`config.mk`:
```
export PLATFORM = sky130hd
export DESIGN_NAME = load_store_unit
export DESIGN_NICKNAME = d
export VERILOG_FILES = /design/src/rtl/load_store_unit.sv
export SDC_FILE = /design/constraint.sdc
export NUM_CORES = 1
export LEC_CHECK = 0
export ABC_AREA = 1
export CAP_MARGIN = 20
export CORE_MARGIN = 3
export CORE_UTILIZATION = 30
export DETAILED_ROUTE_END_ITERATION = 16
export GPL_TIMING_DRIVEN = 0
export PLACE_DENSITY_LB_ADDON = 0.25
export SYNTH_ARGS = -nofsm -noshare
export SYNTH_HDL_FRONTEND = slang
export SYNTH_SLANG_ARGS = --single-unit
```
`constraint.sdc`:
```
create_clock -name clk_in -period 3.6 [get_ports clk_in]
set_clock_uncertainty 0.2 [all_clocks]
set_input_delay 0.72 -clock clk_in [delete_from_list [all_inputs] [get_ports clk_in]]
set_output_delay 0.72 -clock clk_in [all_outputs]
set_load 0.01 [all_outputs]
```
`src/rtl/load_store_unit.sv`:
```
// Load/store unit: accepts one core memory request at a time, checks alignment,
// issues a single Wishbone-master command and returns the extended load result.
package load_store_unit_pkg;
  typedef enum logic [1:0] {
    NONE  = 2'd0,
    LOAD  = 2'd1,
    STORE = 2'd2
  } wb_command_t;
endpackage

module load_store_unit
  import load_store_unit_pkg::*;
#(
  parameter logic [31:0] LOAD_ERR_DATA = 32'h0
) (
  input  logic        clk_in,
  input  logic        reset_in,
  input  logic        req_valid_in,
  output logic        req_ready_out,
  input  logic        req_store_in,
  input  logic [1:0]  req_size_in,
  input  logic        req_unsigned_in,
  input  logic [31:0] req_addr_in,
  input  logic [31:0] req_wdata_in,
  output logic        done_out,
  output logic [31:0] load_data_out,
  output logic        misaligned_out,
  output logic        bus_err_out,
  output wb_command_t cmd_out,
  output logic [31:0] addr_out,
  output logic [31:0] wdata_out,
  output logic [3:0]  wmask_out,
  input  logic        busy_in,
  input  logic        err_in,
  input  logic [31:0] rdata_in
);

  typedef enum logic [1:0] {IDLE, ISSUE, WAIT, DONE} state_t;

  state_t      r_state;
  state_t      w_next;
  logic        r_store;
  logic [1:0]  r_size;
  logic        r_unsigned;
  logic [1:0]  r_addr_lo;
  logic [31:0] r_addr_out;
  logic [31:0] r_wdata;
  logic [3:0]  r_wmask;
  logic [31:0] r_load_data;
  logic        r_misaligned;
  logic        r_bus_err;

  logic        w_accept;
  logic        w_fault;
  logic [3:0]  w_mask;
  logic [31:0] w_lane_data;
  logic [31:0] w_shifted;
  logic [31:0] w_load_ext;
  logic        w_bus_done;

  assign w_accept   = req_valid_in && (r_state == IDLE);
  assign w_bus_done = (r_state == WAIT) && !busy_in;

  // NOTE: every signal written in an always_comb gets a default first, so no
  // path through the case statements can leave it unassigned and infer a latch.
  always_comb begin
    w_fault     = 1'b0;
    w_mask      = 4'b1111;
    w_lane_data = req_wdata_in;
    case (req_size_in)
      2'b00: begin
        w_mask      = 4'b0001 << req_addr_in[1:0];
        w_lane_data = {4{req_wdata_in[7:0]}};
      end
      2'b01: begin
        w_fault     = req_addr_in[0];
        w_mask      = 4'b0011 << {req_addr_in[1], 1'b0};
        w_lane_data = {2{req_wdata_in[15:0]}};
      end
      2'b10:   w_fault = |req_addr_in[1:0];
      default: w_fault = 1'b1;
    endcase
    // Loads always read the whole word; lane selection happens on return.
    if (!req_store_in) w_mask = 4'b1111;
  end

  assign w_shifted = rdata_in >> {r_addr_lo, 3'b000};

  always_comb begin
    w_load_ext = w_shifted;
    case (r_size)
      2'b00:   w_load_ext = {{24{w_shifted[7] & ~r_unsigned}}, w_shifted[7:0]};
      2'b01:   w_load_ext = {{16{w_shifted[15] & ~r_unsigned}}, w_shifted[15:0]};
      default: w_load_ext = rdata_in;
    endcase
  end

  always_comb begin
    w_next = r_state;
    case (r_state)
      IDLE:    if (w_accept) w_next = w_fault ? DONE : ISSUE;
      ISSUE:   w_next = WAIT;
      WAIT:    if (!busy_in) w_next = DONE;
      default: w_next = IDLE;
    endcase
  end

  // NOTE: state is updated with non-blocking assignments so every register
  // samples the pre-edge values and simulation matches the synthesized flops.
  always_ff @(posedge clk_in or negedge reset_in) begin
    if (!reset_in) r_state <= IDLE;
    else           r_state <= w_next;
  end

  always_ff @(posedge clk_in or negedge reset_in) begin
    if (!reset_in) begin
      r_store      <= 1'b0;
      r_size       <= 2'b00;
      r_unsigned   <= 1'b0;
      r_addr_lo    <= 2'b00;
      r_addr_out   <= 32'h0;
      r_wdata      <= 32'h0;
      r_wmask      <= 4'h0;
      r_load_data  <= 32'h0;
      r_misaligned <= 1'b0;
      r_bus_err    <= 1'b0;
    end else if (w_accept) begin
      r_store      <= req_store_in;
      r_size       <= req_size_in;
      r_unsigned   <= req_unsigned_in;
      r_addr_lo    <= req_addr_in[1:0];
      r_addr_out   <= {req_addr_in[31:2], 2'b00};
      r_wdata      <= w_lane_data;
      r_wmask      <= w_mask;
      r_misaligned <= w_fault;
      r_bus_err    <= 1'b0;
      r_load_data  <= (w_fault && !req_store_in) ? LOAD_ERR_DATA : 32'h0;
    end else if (w_bus_done) begin
      r_bus_err <= err_in;
      if (r_store)     r_load_data <= 32'h0;
      else if (err_in) r_load_data <= LOAD_ERR_DATA;
      else             r_load_data <= w_load_ext;
    end
  end

  assign req_ready_out  = (r_state == IDLE);
  assign done_out       = (r_state == DONE);
  assign cmd_out        = (r_state == ISSUE) ? (r_store ? STORE : LOAD) : NONE;
  assign addr_out       = r_addr_out;
  assign wdata_out      = r_wdata;
  assign wmask_out      = r_wmask;
  assign load_data_out  = r_load_data;
  assign misaligned_out = r_misaligned;
  assign bus_err_out    = r_bus_err;

endmodule
```
==> flow_metrics.env, run 1 <==
export IMPL_status="complete, no violations"
export IMPL_holdBufCountCts=0
export IMPL_period_share=0.727
export IMPL_synth_fa_ha_area_frac=0.0121
export IMPL_htree_levels=3
export IMPL_yosys_cell_types_count=25
export IMPL_final_cell_count_no_fill=1120
export IMPL_synth_top_family_by_area="simple AND/OR/NAND/NOR gates"
export IMPL_synthCells=674
export IMPL_vias=5172
export IMPL_synth_ff_type="dfrtp_1"
export IMPL_slew_headroom=0.625
export IMPL_reg2reg_depth=9
export IMPL_crit_arrival_ns=1.70
export IMPL_drive_above_1_share=0.0556
export IMPL_synth_xor_xnor_area_share=0
export IMPL_numCtsBuffers=9
export IMPL_dr_wl_met2_um=7880
export IMPL_synth_area_leaders="dfrtp_1 52%, nand2_1 23%, o21ai_0 5.2%"
export IMPL_synth_top_area_share=0.523
export IMPL_insertion_delay_ns=0.35
export IMPL_layout_area_overhead_vs_synth_pct=52.2
export IMPL_totalWireLength_um=17600
export IMPL_design_area_mm2=0.00787
export IMPL_cts_resized=0
export IMPL_synth_compound_area_share=0.103
export IMPL_yosysMostFrequentCell="nand2_1"
export IMPL_wl_met3_um=1790
export IMPL_synth_seq_area_share=0.523
export IMPL_grt_overflow_total=0
export IMPL_clk_pin_slew_ns=0.08
export IMPL_r2r_start="r_state[0]$_DFFE_PN0P_"
export IMPL_post_route_drc_count=0
export IMPL_min_path_type="in -> async"
export IMPL_tightest_slew_ns=0.563
export IMPL_hold_viol_final=0
export IMPL_rsz0062_at_grt="no"
export IMPL_clock_path_buffers=2
export IMPL_track_usage=0.185
export IMPL_die_h_um=137
export IMPL_initial_core_util=0.310
export IMPL_whs_ns=0.119
export IMPL_dpl_hpwl_um=13100
export IMPL_highest_layer="met4"
export IMPL_clkSinkCount=108
export IMPL_yosys_top_cells_count="315 x nand2_1, 108 x dfrtp_1, 54 x o21ai_0"
export IMPL_rows=47
export IMPL_syn_area_per_cell_um2=7.67
export IMPL_drtIter0Drc=306
export IMPL_core_mm2=0.0167
export IMPL_fin_crit_ns=2.62
export IMPL_yosysWarnings=0
export IMPL_startpoint_type="register"
export IMPL_worst_ir_drop_vdd_mv=0.378
export IMPL_grt_pass1_vias=5014
export IMPL_crit_required_ns=2.68
export IMPL_power_density_mw_per_mm2=791
export IMPL_syn_area_mm2=0.00517
export IMPL_r2r_end="load_data_out[7]$_DFFE_PN0P_"
export IMPL_total_leakage_power_nw=3.89
export IMPL_setup_violations_final=0
export IMPL_antenna_cells=0
export IMPL_dpl_instance_area_mm2=0.00756
export IMPL_synth_mux_area_frac=0
export IMPL_synth_top_area_cell="dfrtp_1"
export IMPL_gp_congestion=0.895
export IMPL_placed_cells_incl_taps=1104
export IMPL_wire_per_inst_um=15.7
export IMPL_drv_cap=0
export IMPL_path_class="reg -> out"
export IMPL_cts_tree="built"
export IMPL_post_route_util=0.471
export IMPL_grt_pass1_wl_um=26800
export IMPL_grt_max_degree=56
export IMPL_antenna_found_initial=0
export IMPL_clock_fmax_mhz=382
export IMPL_path_max_fanout=5
export IMPL_async_flop_share=1.00
export IMPL_avgViaCountPerCell=4.62
export IMPL_finalNetCount=1005
export IMPL_die_w_um=137
export IMPL_critPathCaptureType="output pin"
export IMPL_synthSimpleGateAreaFrac=0.293
export IMPL_pin_count=211
export IMPL_first_pass_iters=5
export IMPL_port_buffers=208
export IMPL_dieArea_mm2=0.0188
export IMPL_synth_seq_cells=108
export IMPL_postCtsSetupBuffers=0
export IMPL_maxSlewViolCount=0
export IMPL_r2r_setup_slack_ns=1.43
export IMPL_antenna_left=0
export IMPL_drt_met1_wl_um=7480
export IMPL_cts_root_buf="clkbuf_16"
export IMPL_synth_edf_count=0
==> placed cells by master (no fill, tap or decap), drive strengths merged <==
master           n
clkdlybuf4s50  207
nand3b           1
nand3           32
clkbuf          25
conb             2
ha               5
o22ai            5
o21ai           56
inv             48
bufinv           1
nor3             6
clkinv           2
dfrtp          108
nand2          318
nor2            20
a21oi           40
buf             20
clkinvlp         1
o211ai           3
==> through the flow <==
stage | total power, W | setup WS (ns) | setup TNS, ns
final | 0.00622 | 0.984 | 0
after global routing | 0.00670 | 0.835 | 0
after global placement | 0.00518 | -2.92 | -314.22
after detailed placement | 0.00522 | 0.987 | 0
after CTS | 0.00631 | 0.943 | 0
after floorplan | 0.00357 | 1.81 | 0
==> final cells by class <==
| type | instances | area, µm² |
|---|---|---|
| fillers | 1704 | 8830 |
| flip-flops and latches | 108 | 2700 |
| multi-input cells | 488 | 2120 |
| repair buffers | 209 | 2110 |
| well taps | 220 | 275 |
| clock buffers | 9 | 225 |
| plain buffers | 34 | 181 |
| inverters | 45 | 169 |
| clock inverters | 7 | 82.6 |
==> registers in the layout, summed over array words and instances, names as in the netlist <==
register        cells
r_store             1
bus_err_out         1
misaligned_out      1
r_addr_lo           2
addr_out           30
wmask_out           4
wdata_out          32
r_state             2
load_data_out      32
r_unsigned          1
r_size              2
==> worst max-delay path by stage <==
stage	startpoint	endpoint	slack [ns]
detailed placement	req_valid_in	load_data_out[7]$_DFFE_PN0P_	0.99
finish	r_state[1]$_DFFE_PN0P_	cmd_out[0]	0.98
floorplan	r_state[0]$_DFFE_PN0P_	load_data_out[6]$_DFFE_PN0P_	1.81
global placement	reset_in	addr_out[21]$_DFFE_PN0P_	-2.92
global route	r_state[1]$_DFFE_PN0P_	cmd_out[0]	0.84
CTS	r_state[1]$_DFFE_PN0P_	cmd_out[0]	0.94
==> kinds of logic after synthesis <==
kind of cell / count (synthesis)
adders and majority gates: 5
DFF: 108
AOI/OAI and AO/OA: 104
other: 1
and+or+nand+nor: 377
buffers and inverters: 79
==> where the power goes <==
part	internal, W	switching (W)	leakage [nW]	total (W)
clock	0.000553	0.000505	0.150	0.00106
sequential	0.00175	0.000322	1.37	0.00207
combinational	0.00149	0.00160	2.37	0.00310
total	0.00379	0.00243	3.89	0.00622
==> worst max-delay path, stage by stage, from the launching register on <==
cell             delay (ns)
dfrtp_1                0.43
inv_1                  0.10
ha_1                   0.16
inv_1                  0.04
nor2_1                 0.08
clkdlybuf4s50_1        0.53
==> per-layer routing <==
metal,vias to the layer above,GRT usage
met5,-,0
met4,0,0.0748
met3,25,0.0716
met2,211,0.286
met1,2374,0.234
li1,2562,-
Power figures use the tool's default switching activity.
==> inputs of run 2 (changes only) <==
==> constraint.sdc (replaced) <==
create_clock -name clk_in -period 2.59 [get_ports clk_in]
set_clock_uncertainty 0.2 [all_clocks]
set_input_delay 0.518 -clock clk_in [delete_from_list [all_inputs] [get_ports clk_in]]
set_output_delay 0.518 -clock clk_in [all_outputs]
set_load 0.01 [all_outputs]
==> flow_metrics.env, run 2 (synthesis gave the netlist of run 1 again) <==
export IMPL_maxSlewViolCount=0
export IMPL_dieArea_mm2=0.0188
export IMPL_power_density_mw_per_mm2=1100
export IMPL_dpl_instance_area_mm2=0.00756
export IMPL_cts_tree="built"
export IMPL_swShare=0.391
export IMPL_die_h_um=137
export IMPL_fill_cells=1703
export IMPL_worst_ir_drop_vdd_mv=0.526
export IMPL_path_class="reg -> out"
export IMPL_power_switching_w=0.00338
export IMPL_crit_required_ns=1.87
export IMPL_hold_viol_final=0
export IMPL_fin_crit_ns=2.41
export IMPL_post_route_drc_count=0
export IMPL_slew_headroom=0.626
export IMPL_finalNetCount=1006
export IMPL_die_w_um=137
export IMPL_seqPwrFrac=0.332
export IMPL_clkSinkCount=108
export IMPL_design_area_mm2=0.00788
export IMPL_dpl_hpwl_um=13100
export IMPL_status="complete, no violations"
export IMPL_setup_violations_final=0
export IMPL_antenna_left=0
export IMPL_antenna_found_initial=0
export IMPL_vias=5180
export IMPL_period_share=0.932
export IMPL_crit_path_frequent_cell="inv_1"
export IMPL_min_path_type="reg -> reg"
export IMPL_post_route_util=0.472
export IMPL_mostFrequentLayoutCells="315 x nand2_1, 207 x clkdlybuf4s50_1, 108 x dfrtp_1"
export IMPL_rows=47
export IMPL_cp_endpoint="cmd_out[0]"
export IMPL_path_depth=5
export IMPL_r2r_end="load_data_out[7]$_DFFE_PN0P_"
export IMPL_pin_count=211
export IMPL_gp_congestion=0.895
export IMPL_slowest_stage="clkdlybuf4s50_1"
export IMPL_insertion_delay_ns=0.35
export IMPL_startpoint_type="register"
export IMPL_cell_internal_pwr_w=0.00527
export IMPL_crit_chain="inv_1 -> ha_1 -> inv_1 -> nor2_1 -> clkdlybuf4s50_1"
export IMPL_grt_overflow_total=0
export IMPL_path_delay_family="buffers and inverters"
export IMPL_layout_area_overhead_vs_synth_pct=52.4
export IMPL_wire_per_inst_um=15.7
export IMPL_clock_fmax_mhz=414
export IMPL_final_cell_count_no_fill=1121
export IMPL_clock_path_buffers=2
export IMPL_drtIter0Drc=264
export IMPL_multiInputGateArea_mm2=0.00212
export IMPL_core_mm2=0.0167
export IMPL_rsz0062_at_grt="no"
export IMPL_placed_cells_incl_taps=1104
export IMPL_worst_path_buf_inv=3
export IMPL_antenna_cells=0
export IMPL_critPathCaptureType="output pin"
export IMPL_power_frac_comb=0.498
export IMPL_mostFrequentLayoutCell="nand2_1"
export IMPL_grt_pass1_vias=5014
export IMPL_reg2reg_depth=9
export IMPL_seq_area_mm2=0.00270
export IMPL_tightest_slew_ns=0.562
export IMPL_crit_arrival_ns=1.70
export IMPL_numCtsBuffers=9
export IMPL_port_buffers=208
export IMPL_grt_pass1_wl_um=26800
export IMPL_totalWireLength_um=17600
export IMPL_cts_root_buf="clkbuf_16"
export IMPL_r2r_setup_slack_ns=0.42
export IMPL_drive_above_1_share=0.0555
export IMPL_max_stage_delay_ns=0.53
export IMPL_finalPower_w=0.00865
export IMPL_tns_ns=0
export IMPL_initial_core_util=0.310
export IMPL_total_leakage_power_nw=3.89
export IMPL_first_pass_iters=4
export IMPL_avgViaCountPerCell=4.62
export IMPL_r2r_start="r_state[0]$_DFFE_PN0P_"
export IMPL_cts_resized=0
export IMPL_path_max_fanout=5
export IMPL_drv_cap=0
export IMPL_htree_levels=3
export IMPL_grt_max_degree=56
export IMPL_startpoint="r_state[1]$_DFFE_PN0P_"
export IMPL_p_clk_frac=0.170
export IMPL_track_usage=0.185
export IMPL_clk_pin_slew_ns=0.08
-- run 2: cell types whose count changed in the layout (fill, tap and decap cells not counted), sizes merged --
cell and delta:
dlygate4sd3 +1
-- run 2: worst reg2reg max path: stages, from the launching register on --
cell	delay, ns
dfrtp_1	0.42
inv_1	0.10
ha_1	0.25
nand2_1	0.10
buf_4	0.20
nand3_2	0.24
inv_2	0.17
buf_4	0.20
o21ai_0	0.10
o21ai_1	0.13
-- run 2: final cells by class --
class                   instances  share of cell area
flip-flops and latches        108               0.343
multi-input cells             488               0.269
repair buffers                210               0.269
well taps                     220              0.0349
clock buffers                   9              0.0286
plain buffers                  34              0.0230
inverters                      45              0.0214
clock inverters                 7              0.0105
-- run 2: what timing repair did --
item                                    CTS  global route
endpoints found under the hold margin    53             0
buffers inserted                          0             0
endpoints found under the setup margin    0             0
hold buffers                              1             0
-- run 2: metal layers --
layer / vias up / wire, µm / track usage
met5: - / 0 / 0
met4: 0 / 398 / 0.0748
met3: 26 / 1810 / 0.0716
met2: 208 / 7910 / 0.286
met1: 2385 / 7440 / 0.234
li1: 2561 / - / -
-- run 2: how the worst min path moves through the flow --
| stage | from | end | slack [ns] | cells past startpoint |
|---|---|---|---|---|
| floorplan | reset_in | addr_out[10]$_DFFE_PN0P_ | 0.02 | 0 |
| global placement | addr_out[8]$_DFFE_PN0P_ | addr_out[8]$_DFFE_PN0P_ | 0.26 | 2 |
| detailed placement | addr_out[15]$_DFFE_PN0P_ | addr_out[15]$_DFFE_PN0P_ | 0.26 | 2 |
| CTS | addr_out[15]$_DFFE_PN0P_ | addr_out[15]$_DFFE_PN0P_ | 0.28 | 2 |
| global route | load_data_out[18]$_DFFE_PN0P_ | load_data_out[18]$_DFFE_PN0P_ | 0.30 | 2 |
| finish | wdata_out[13]$_DFFE_PN0P_ | wdata_out[13]$_DFFE_PN0P_ | 0.28 | 2 |
-- run 2: per-stage QoR --
step	hold slack (ns)	setup slack, ns
2_1_floorplan	0.0224	0.799
3_3_place_gp	0.261	-3.73
3_5_place_dp	0.264	0.179
4_1_cts	0.284	0.135
5_1_grt	0.296	0.0273
6_report	0.283	0.176
-- run 2: power groups by stage --
stage	Sequential, W	Combinational [W]	Clock, W
after CTS	0.00288	0.00437	0.00151
final	0.00288	0.00430	0.00147
after detailed placement	0.00289	0.00436	0
after global routing	0.00297	0.00476	0.00158
after global placement	0.00289	0.00431	0
after floorplan	0.00317	0.00180	0
==> inputs of run 3 (changes only) <==
--- a/config.mk
+++ b/config.mk
@@ -9,9 +9,11 @@
 export CAP_MARGIN = 20
 export CORE_MARGIN = 3
 export CORE_UTILIZATION = 30
+export CTS_CLUSTER_DIAMETER = 120
 export DETAILED_ROUTE_END_ITERATION = 16
 export GPL_TIMING_DRIVEN = 0
 export PLACE_DENSITY_LB_ADDON = 0.25
+export SLEW_MARGIN = 30
 export SYNTH_ARGS = -nofsm -noshare
 export SYNTH_HDL_FRONTEND = slang
 export SYNTH_SLANG_ARGS = --single-unit
==> constraint.sdc (replaced) <==
create_clock -name clk_in -period 2.1 [get_ports clk_in]
set_clock_uncertainty 0.2 [all_clocks]
set_input_delay 0.42 -clock clk_in [delete_from_list [all_inputs] [get_ports clk_in]]
set_output_delay 0.42 -clock clk_in [all_outputs]
set_load 0.01 [all_outputs]
==> flow_metrics.env, run 3 (synthesis gave the netlist of run 1 again) <==
export IMPL_grt_pass1_vias=5056
export IMPL_critPathCaptureType="output pin"
export IMPL_crit_chain="buf_4 -> ha_2 -> nand2_1 -> inv_1 -> clkdlybuf4s15_1"
export IMPL_mostFrequentLayoutCells="315 x nand2_1, 203 x clkdlybuf4s50_1, 108 x dfrtp_1"
export IMPL_drt_met1_wl_um=7330
export IMPL_drive_above_1_share=0.0663
export IMPL_port_buffers=208
export IMPL_dpl_instance_area_mm2=0.00756
export IMPL_insertion_delay_ns=0.36
export IMPL_core_mm2=0.0167
export IMPL_slew_headroom=0.636
export IMPL_fill_cells=1750
export IMPL_die_w_um=137
export IMPL_worst_ir_drop_vdd_mv=0.641
export IMPL_finalNetCount=1010
export IMPL_cts_tree="built"
export IMPL_seq_area_mm2=0.00270
export IMPL_clkSinkCount=108
export IMPL_clock_path_buffers=2
export IMPL_dieArea_mm2=0.0188
export IMPL_grt_pass1_wl_um=26700
export IMPL_wl_met3_um=1880
export IMPL_antenna_left=0
export IMPL_cts_root_buf="clkbuf_16"
export IMPL_pin_count=211
export IMPL_mostFrequentLayoutCell="nand2_1"
export IMPL_drv_cap=0
export IMPL_htree_levels=3
export IMPL_crit_arrival_ns=1.37
export IMPL_total_leakage_power_nw=3.92
export IMPL_fin_crit_ns=1.99
export IMPL_crit_required_ns=1.48
export IMPL_placed_cells_incl_taps=1104
export IMPL_grt_max_degree=59
export IMPL_vias=5175
export IMPL_power_density_mw_per_mm2=1340
export IMPL_clock_fmax_mhz=502
export IMPL_dr_wl_met2_um=7910
export IMPL_avgViaCountPerCell=4.60
export IMPL_multiInputGateArea_mm2=0.00214
export IMPL_tightest_slew_ns=0.546
export IMPL_antenna_cells=0
export IMPL_clk_pin_slew_ns=0.08
export IMPL_post_route_drc_count=0
export IMPL_final_cell_count_no_fill=1125
export IMPL_design_area_mm2=0.00791
export IMPL_max_stage_delay_ns=0.39
export IMPL_totalWireLength_um=17500
export IMPL_first_pass_iters=5
export IMPL_status="complete, no violations"
export IMPL_initial_core_util=0.310
export IMPL_rows=47
export IMPL_antenna_found_initial=0
export IMPL_track_usage=0.184
export IMPL_path_max_fanout=3
export IMPL_highest_layer="met4"
export IMPL_wire_per_inst_um=15.6
export IMPL_maxSlewViolCount=0
export IMPL_path_delay_family="buffers and inverters"
export IMPL_grt_overflow_total=0
export IMPL_startpoint_type="register"
export IMPL_hold_viol_final=0
export IMPL_layout_area_overhead_vs_synth_pct=53.0
export IMPL_setup_violations_final=0
export IMPL_gp_congestion=0.895
export IMPL_slowest_stage="dfrtp_1"
export IMPL_worst_path_buf_inv=3
export IMPL_min_path_type="reg -> reg"
export IMPL_dpl_hpwl_um=13100
export IMPL_path_class="reg -> out"
export IMPL_die_h_um=137
export IMPL_drtIter0Drc=261
export IMPL_period_share=0.949
export IMPL_numCtsBuffers=9
==> run 3: timing repair <==
item / CTS / global route
cloned: 0 / 0
setup buffers: 1 / 3
pin swaps: 0 / 1
gates resized for setup: 9 / 10
hold buffers: 1 / 0
setup endpoints to repair: 26 / 78
hold endpoints to repair: 50 / 0
==> run 3: worst paths after layout <==
path	slack [ns]	depth (start not counted)	from	to
setup / recovery	0.11	5	r_state[0]$_DFFE_PN0P_	cmd_out[1]
hold / removal	0.28	2	addr_out[14]$_DFFE_PN0P_	addr_out[14]$_DFFE_PN0P_
setup reg to reg	0.18	9	r_state[0]$_DFFE_PN0P_	load_data_out[7]$_DFFE_PN0P_
hold reg to reg	0.28	2	addr_out[14]$_DFFE_PN0P_	addr_out[14]$_DFFE_PN0P_
max in group asynchronous	0.71	3	reset_in	wdata_out[26]$_DFFE_PN0P_
min in group asynchronous	0.37	2	reset_in	load_data_out[8]$_DFFE_PN0P_
==> run 3: power by group <==
| part | leakage [nW] | internal [W] | switching (W) |
|---|---|---|---|
| Combinational | 2.42 | 0.00259 | 0.00278 |
| Sequential | 1.37 | 0.00299 | 0.000542 |
| Clock | 0.136 | 0.000828 | 0.000855 |
==> run 3: stage by stage <==
step	hold slack [ns]	worst slack (ns)	utilization	total power, W	TNS [ns]
3_5_place_dp	0.167	-0.191	0.453	0.00893	-8.75
5_1_grt	0.296	-0.000498	0.474	0.0114	-0.000498
4_1_cts	0.284	0.00540	0.472	0.0107	0
6_report	0.279	0.107	0.474	0.0106	0
2_1_floorplan	-0.0756	0.309	-	0.00613	0
3_3_place_gp	0.261	-4.12	0.451	0.00888	-452.00
==> run 3: area by class of cell <==
class,instances,area share
buffer,34,0.0250
clock buffer,9,0.0285
clock inverter,7,0.00759
inverter,45,0.0213
multi-input combinational,488,0.270
sequential,108,0.342
tap,220,0.0348
timing repair buffer,214,0.271
==> run 3: layer usage <==
metal	vias to the layer above	GRT usage
met4	0	0.0710
li1	2571	-
met5	-	0
met2	214	0.284
met3	24	0.0720
met1	2366	0.232
==> run 3: tightest hold or removal path, cell delays in order, from the launching register on <==
cell and delay [ns]:
dfrtp_1 0.34, nand2_1 0.05, nand2_1 0.05
==> variant, RTL diff (settings of run 2) <==
Make the reset (`reset_in`) synchronous in 2 clocked blocks.
--- a/src/rtl/load_store_unit.sv
+++ b/src/rtl/load_store_unit.sv
@@ -109,3 +109,3 @@
   // samples the pre-edge values and simulation matches the synthesized flops.
-  always_ff @(posedge clk_in or negedge reset_in) begin
+  always_ff @(posedge clk_in) begin
     if (!reset_in) r_state <= IDLE;
@@ -114,3 +114,3 @@
 
-  always_ff @(posedge clk_in or negedge reset_in) begin
+  always_ff @(posedge clk_in) begin
     if (!reset_in) begin
Check against the original RTL: differs if reset_in is asserted again (counterexample within 4 cycles, from zero or initial values and one cycle with reset_in low); with reset_in held inactive, the same outputs for 10 cycles.
==> variant against run 2 <==
- die area down 5.5%
- setup slack better by 0.041 ns
- critical path depth unchanged
- wire length down 3.6%
- clock power down 3%
- non-clock buffer count up 6
- area after synthesis down 5.8%
- cell area down 4.6%
- first-iteration DRC count up 54%
- power down 34%
- sequential cell count unchanged
- critical endpoint unchanged
- largest cell class is now multi-input combinational cells
- largest power group unchanged
- highest routed layer unchanged
==> variant: results <==
[global_route]
use_met2_pct = 28.1
grt.met1_usage_pct = 23.8
grt_max_degree = 18
grt_pass1_vias = 5063
groute.layer.met3.usage_pct = 7.55
grt.total_usage_pct = 18.4

[critical_path]
reg2reg_from = "r_state[0]$_SDFFE_PN0P_"
cp_data_arrival_time_ns = 1.66
endpoint_of_the_worst_slack_reg_to_reg_timing_path = "wdata_out[10]$_SDFFE_PN0P_"
worstRegToRegCells = 7

[timing]
fin_crit_sh_pct = 91.6
worst-slew-pin-transition_ns = 0.696

[status]
status = "finished clean"

[placement]
numPlacedInstances = 1099
place_area_um2 = 7210
place.detailed.hpwl_um = 12800
gp_routability_congestion = 0.874
port_buffers = 207

[drt]
first_iter_violations = 406
met3_wirelength_um = 1870
routed_wirelength_um = 16900
detail_route.wirelength.met1_um = 7430
drt_first_pass_iters = 6
post_drt_via_cell_ratio = 4.69

[finish]
nets = 1009
share_of_layout_cells_above_drive_strength_1_pct = 7.30

[power]
leakage_power_nw = 3.01
max-vdd-ir-drop_mv = 0.414

[logic_synthesis]
synthesis.area_per_instance_um2 = 7.16
synth_async_sr_flop_share_pct = 0
post_synth_main_area_contributors = "sky130_fd_sc_hd__dfxtp_1 44%, sky130_fd_sc_hd__nand2_1 14%, sky130_fd_sc_hd__nand3_1 7.7%, sky130_fd_sc_hd__a21oi_1 6.2%, sky130_fd_sc_hd__o21ai_0 5.1%"
synth_cell_type_count = 32
==> variant: changes by cell type after synthesis, sizes merged, moves of 9 or more <==
cell	change
nand3	+46
dfrtp	-108
a21oi	+30
nand2	-127
dfxtp	+108
nor2	+25
inv	+9
==> variant: final cells by class <==
| cell class | count | area [um2] |
|---|---|---|
| multi-input combinational | 476 | 2300 |
| clock inverter | 6 | 63.8 |
| fill | 1591 | 8030 |
| tap | 211 | 264 |
| buffer | 43 | 211 |
| clock buffer | 10 | 239 |
| sequential | 108 | 2160 |
| inverter | 54 | 203 |
| timing repair buffer | 207 | 2070 |
==> variant: power breakdown <==
group	total [mW]	switching, mW	internal, mW
clock	1.42	0.646	0.776
combinational	2.19	1.22	0.976
sequential	2.09	0.161	1.93
total	5.71	2.02	3.69
==> variant: worst register-to-register path, delay by kind of cell, from the launching register on <==
kind                     cells  cell delay, ns
buffers and inverters        3            0.96
flip-flops                   1            0.39
AND/OR/NAND/NOR              2            0.27
adder cells (fa/ha/maj)      1            0.23
AO/OA/AOI/OAI                1            0.10
